### config.mk
export PLATFORM = sky130hd
export DESIGN_NAME = fifo_uart_tx
export DESIGN_NICKNAME = d
export VERILOG_FILES = /design/src/rtl/fifo_uart_tx.sv
export SDC_FILE = /design/constraint.sdc
export NUM_CORES = 1
export LEC_CHECK = 0
export CAP_MARGIN = 20
export CORE_ASPECT_RATIO = 0.5
export CORE_MARGIN = 2
export CORE_UTILIZATION = 35
export CTS_BUF_LIST = sky130_fd_sc_hd__clkbuf_4 sky130_fd_sc_hd__clkbuf_8 sky130_fd_sc_hd__clkbuf_16
export DETAILED_ROUTE_END_ITERATION = 6
export GPL_TIMING_DRIVEN = 0
export PLACE_DENSITY = 0.59
export SLEW_MARGIN = 20
export SYNTH_ARGS = -nofsm -noshare
export SYNTH_HDL_FRONTEND = slang
export SYNTH_SLANG_ARGS = --single-unit
export TNS_END_PERCENT = 20
### constraint.sdc
create_clock -name CLOCK_50 -period 5.2 [get_ports CLOCK_50]
set_input_delay 0.52 -clock CLOCK_50 [delete_from_list [all_inputs] [get_ports CLOCK_50]]
set_output_delay 0.52 -clock CLOCK_50 [all_outputs]
set_load 0.02 [all_outputs]
### src/rtl/fifo_uart_tx.sv
// fifo_uart_tx: UART transmitter that pulls bytes from a show-ahead FIFO.
// Frames are 8N1 by default. Defining FIFO_UART_TX_PARITY_EN inserts an
// even-parity bit between the data bits and the stop bit.
// A new frame may begin on the last stop-bit cycle, so frames go out back to back.
module fifo_uart_tx #(
  parameter int DATA_BITS    = 8,
  parameter int CLKS_PER_BIT = 434
) (
  input  logic                 CLOCK_50,
  input  logic                 RST_N,
  input  logic                 tx_enable,
  input  logic [DATA_BITS-1:0] fifo_data,
  input  logic                 fifo_empty,
  output logic                 fifo_read,
  output logic                 tx,
  output logic                 busy
);

  localparam int BAUD_W = $clog2(CLKS_PER_BIT);
  localparam int BIT_W  = $clog2(DATA_BITS + 1);
  localparam logic [BAUD_W-1:0] BAUD_LAST = BAUD_W'(CLKS_PER_BIT - 1);
  localparam logic [BIT_W-1:0]  BIT_LAST  = BIT_W'(DATA_BITS - 1);

`ifdef FIFO_UART_TX_PARITY_EN
  typedef enum logic [2:0] {
    IDLE   = 3'd0,
    START  = 3'd1,
    DATA   = 3'd2,
    PARITY = 3'd3,
    STOP   = 3'd4
  } state_e;

  // Even parity over the latched payload.
  function automatic logic even_parity(input logic [DATA_BITS-1:0] d);
    return ^d;
  endfunction
`else
  typedef enum logic [2:0] {
    IDLE  = 3'd0,
    START = 3'd1,
    DATA  = 3'd2,
    STOP  = 3'd4
  } state_e;
`endif

  state_e                 state_q, state_d;
  logic [BAUD_W-1:0]      baud_q, baud_d;
  logic [BIT_W-1:0]       bit_q, bit_d;
  logic [DATA_BITS-1:0]   shift_q, shift_d;
  logic                   tx_q, tx_d;
  logic                   rd_q, rd_d;
  logic                   busy_q, busy_d;
  logic                   launch_s;
  logic                   start_ok_s;
  logic                   baud_last_s;
`ifdef FIFO_UART_TX_PARITY_EN
  logic                   parity_q, parity_d;
`endif

  assign start_ok_s  = tx_enable & ~fifo_empty;
  assign baud_last_s = (baud_q == BAUD_LAST);

  // Next-state logic: bit timing, frame sequencing and the launch of a new frame.
  always_comb begin
    state_d  = state_q;
    baud_d   = baud_q + BAUD_W'(1);
    bit_d    = bit_q;
    shift_d  = shift_q;
    tx_d     = tx_q;
    launch_s = 1'b0;
    case (state_q)
      IDLE: begin
        baud_d = '0;
        tx_d   = 1'b1;
        if (start_ok_s) begin
          launch_s = 1'b1;
        end else begin
          launch_s = 1'b0;
        end
      end
      START: begin
        if (baud_last_s) begin
          state_d = DATA;
          baud_d  = '0;
          bit_d   = '0;
          tx_d    = shift_q[0];
        end else begin
          tx_d = 1'b0;
        end
      end
      DATA: begin
        if (baud_last_s) begin
          baud_d = '0;
          if (bit_q == BIT_LAST) begin
`ifdef FIFO_UART_TX_PARITY_EN
            state_d = PARITY;
            tx_d    = parity_q;
`else
            state_d = STOP;
            tx_d    = 1'b1;
`endif
          end else begin
            bit_d   = bit_q + BIT_W'(1);
            shift_d = shift_q >> 1;
            tx_d    = shift_d[0];
          end
        end else begin
          tx_d = tx_q;
        end
      end
`ifdef FIFO_UART_TX_PARITY_EN
      PARITY: begin
        if (baud_last_s) begin
          state_d = STOP;
          baud_d  = '0;
          tx_d    = 1'b1;
        end else begin
          tx_d = tx_q;
        end
      end
`endif
      STOP: begin
        tx_d = 1'b1;
        if (baud_last_s) begin
          baud_d = '0;
          if (start_ok_s) begin
            launch_s = 1'b1;
          end else begin
            state_d = IDLE;
          end
        end else begin
          launch_s = 1'b0;
        end
      end
      default: begin
        state_d = IDLE;
        baud_d  = '0;
        bit_d   = '0;
        tx_d    = 1'b1;
      end
    endcase

    // A launch latches the head word and drives the start bit on the next cycle.
    if (launch_s) begin
      state_d = START;
      baud_d  = '0;
      bit_d   = '0;
      shift_d = fifo_data;
      tx_d    = 1'b0;
    end else begin
      shift_d = shift_d;
    end

    rd_d   = launch_s;
    busy_d = (state_d != IDLE);
  end

`ifdef FIFO_UART_TX_PARITY_EN
  // Parity of the word being sent is captured once at launch.
  always_comb begin
    parity_d = parity_q;
    if (launch_s) begin
      parity_d = even_parity(fifo_data);
    end else begin
      parity_d = parity_q;
    end
  end
`endif

  // State and output registers; the serial line idles high out of reset.
  always_ff @(posedge CLOCK_50 or negedge RST_N) begin
    if (!RST_N) begin
      state_q  <= IDLE;
      baud_q   <= '0;
      bit_q    <= '0;
      shift_q  <= '0;
      tx_q     <= 1'b1;
      rd_q     <= 1'b0;
      busy_q   <= 1'b0;
`ifdef FIFO_UART_TX_PARITY_EN
      parity_q <= 1'b0;
`endif
    end else begin
      state_q  <= state_d;
      baud_q   <= baud_d;
      bit_q    <= bit_d;
      shift_q  <= shift_d;
      tx_q     <= tx_d;
      rd_q     <= rd_d;
      busy_q   <= busy_d;
`ifdef FIFO_UART_TX_PARITY_EN
      parity_q <= parity_d;
`endif
    end
  end

  assign tx        = tx_q;
  assign fifo_read = rd_q;
  assign busy      = busy_q;

endmodule

==> out/metrics.yaml <==
ctsResizeCount: 0
p_per_area_nw_per_um2: 210
arrival_ns: 1.41
diodes: 0
grt.overflow.total: 0
max_slew_margin: 0.588
drcViolationCount: 0
synth_top_family_by_area: "simple AND/OR/NAND/NOR gates"
rows: 16
startpoint: "tx"
htree_levels: 1
cts_buffers: 3
syn_inst: 144
dp_hpwl_mm: 1.86
p_int_uw: 274
grt_pass1_vias: 935
hold_class: "input port to async pin"
ys_warn_count: 0
clk_latency_ns: 0.28
core_um2: 3880
critical_path_buf_inv_count: 1
avgSynthCellArea_um2: 9.77
endpoint_kind: "primary output"
yosys.area.top_type: "dfrtp_1"
start_util: 0.362
syn_area_um2: 1410
sw_frac_of_total: 0.214
cts.sinks: 27
setup_viol_count_final: 0
clockBufferDepth: 2
regArea_um2: 677
rsz0062_at_grt: "no"
cp_cell_sequence: "clkdlybuf4s50_1"
num_vias: 1069
power_frac_clock: 0.347
die_y_um: 48.8
synth_edf_count: 0
rrSetupSlack_ns: 3.31
seq_power_share: 0.611
synth_seq_area_share: 0.481
wirelength_mm: 2.61
antenna_left: 0
fillers: 394
synth.distinct_cells: 45
grt_first_pass_wirelength_mm: 4.37
grt_max_degree: 28
synth_top_area_share: 0.462
async_flop_share: 1.00
drv_slew: 0
crit_family: "buffers and inverters"
fin_nets: 178
cts_hold_buf: 0
p_leak_uw: 0.000701
wl_per_cell_um: 12.1
synth.ff_latch_count: 27
yosys.area_share.simple: 0.260
cp.required_ns: 4.68
period_share: 0.372
antenna_found_initial: 0
cts_root_buffer: "clkbuf_8"
min_period_ns: 1.93
synth_adder_area_share: 0.0267
fp.dieArea_um2: 4580
slowest_stage: "clkdlybuf4s50_1"
crit_cells: 1
maxCapViolCount: 0
fin_tns_setup_ns: 0
area_delta_synth_final_pct: 17.7
fin_worst_skew_ns: 0.00679
hold_violations: 0
crit_path_start_kind: "flop"
r2r-start: "baud_q[1]"
synth-xor-area-share: 0.0436
first_pass_iters: 4
vias_per_cell: 4.95
cts_setup_buffers: 0
die_width_um: 93.7
yosys-top-cells-area: "dfrtp_1 46%, nand2_1 6.1%, nor2_1 5.9%, a31oi_1 4.0%, xor2_1 3.7%"
ys.flop_type: "dfrtp_1"
numPortBuffers: 14
outcome: "complete, no violations"
fmax_ghz: 0.517
p_sw_uw: 74.5
crit_type: "flop to primary output"
ios: 15
track_usage: 0.121
drtIter0Drc: 31
rr_worst_depth: 9
ir_worst_vdd_mv: 0.0795
combPwrFrac: 0.042
layout-drive-gt1-share: 0.142
muxShareOfSynthArea: 0
tightest_slew_ns: 0.613
place_ws_ns: 3.00
max_stage_delay_ns: 0.60
cts_tree: "yes"
synth_compound_area_frac: 0.141
crit_fanout: 2
postLayoutSetupSlackWorst_ns: 3.27
path_clk_slew_ns: 0.10
routabilityCongestion: 0.731
synth_nets: 159
multi_input_area_um2: 664
final timing paths:
check,endpoint
hold reg to reg,tx
max in group asynchronous,shift_q[5]
setup reg to reg,shift_q[5]
setup / recovery,tx
min in group CLOCK_50,tx
hold / removal,state_q[0]
final cells by class:
class	count	share of cell area
plain buffers	5	0.0332
clock buffers	3	0.0249
clock inverters	1	0.00302
inverters	3	0.00680
multi-input cells	109	0.401
flip-flops and latches	27	0.409
well taps	54	0.0408
repair buffers	14	0.0816
through the flow:
stage | instance area (um^2) | hold WS, ns | util | instances | power (uW)
2_1_floorplan | 1410 | 0.224 | - | 144 | 219
3_3_place_gp | 1620 | 0.463 | 0.416 | 212 | 233
3_5_place_dp | 1610 | 0.467 | 0.415 | 212 | 232
4_1_cts | 1660 | 0.263 | 0.427 | 216 | 352
5_1_grt | 1660 | 0.280 | 0.427 | 216 | 363
6_report | 1660 | 0.242 | 0.427 | 216 | 349
placed cells by master (no fill, tap or decap), types with 2 or more instances in the layout:
master           netlist  routed
and2_1                 2       2
ha_1                   3       3
nand3_1                2       2
a21oi_1                2       2
nor2_1                22      22
clkbuf_8               1       4
buf_6                  3       3
xor2_1                 6       6
clkdlybuf4s50_1        0      13
dfrtp_1               26      26
nand4_1                4       4
o21ai_0                5       5
o31ai_1                3       3
nand2_1               23      23
inv_1                  3       3
a31oi_1                9       9
synthesized netlist by cell type, types with 2 or more instances:
| cell type | instances |
|---|---|
| a21oi_1 | 2 |
| nand2_1 | 23 |
| dfrtp_1 | 26 |
| inv_1 | 3 |
| nand4_1 | 4 |
| and2_1 | 2 |
| o21ai_0 | 5 |
| a31oi_1 | 9 |
| nor2_1 | 22 |
| o31ai_1 | 3 |
| xor2_1 | 6 |
| nand3_1 | 2 |
| ha_1 | 3 |
| buf_6 | 3 |
cells by family after synthesis:
family	count (synthesis)
simple gates	70
compound gates	29
flops	27
buf+inv	8
xor+xnor	7
fa+ha+maj	3
registers in the layout, indices dropped and copies added, names as in the netlist:
register,flops
baud_q,9
shift_q,8
bit_q,4
state_q,3
busy,1
fifo_read,1
tx,1
metal layers:
metal | global-route usage | share of wire | vias up | wire length, um
met4 | 0.0290 | 0.0080 | 0 | 21
li1 | - | - | 543 | -
met1 | 0.167 | 0.54 | 518 | 1400
met5 | 0 | 0 | - | 0
met3 | 0.0325 | 0.018 | 2 | 46
met2 | 0.189 | 0.44 | 6 | 1140
power groups by stage:
stage | Clock (uW) | Combinational (uW) | Sequential [uW]
after floorplan | 0 | 2.52 | 217
after global placement | 0 | 15.5 | 217
after detailed placement | 0 | 15.2 | 217
after CTS | 124 | 15.2 | 213
after global routing | 133 | 16.5 | 213
final | 121 | 14.7 | 213
(Power assumes the default switching activity.)
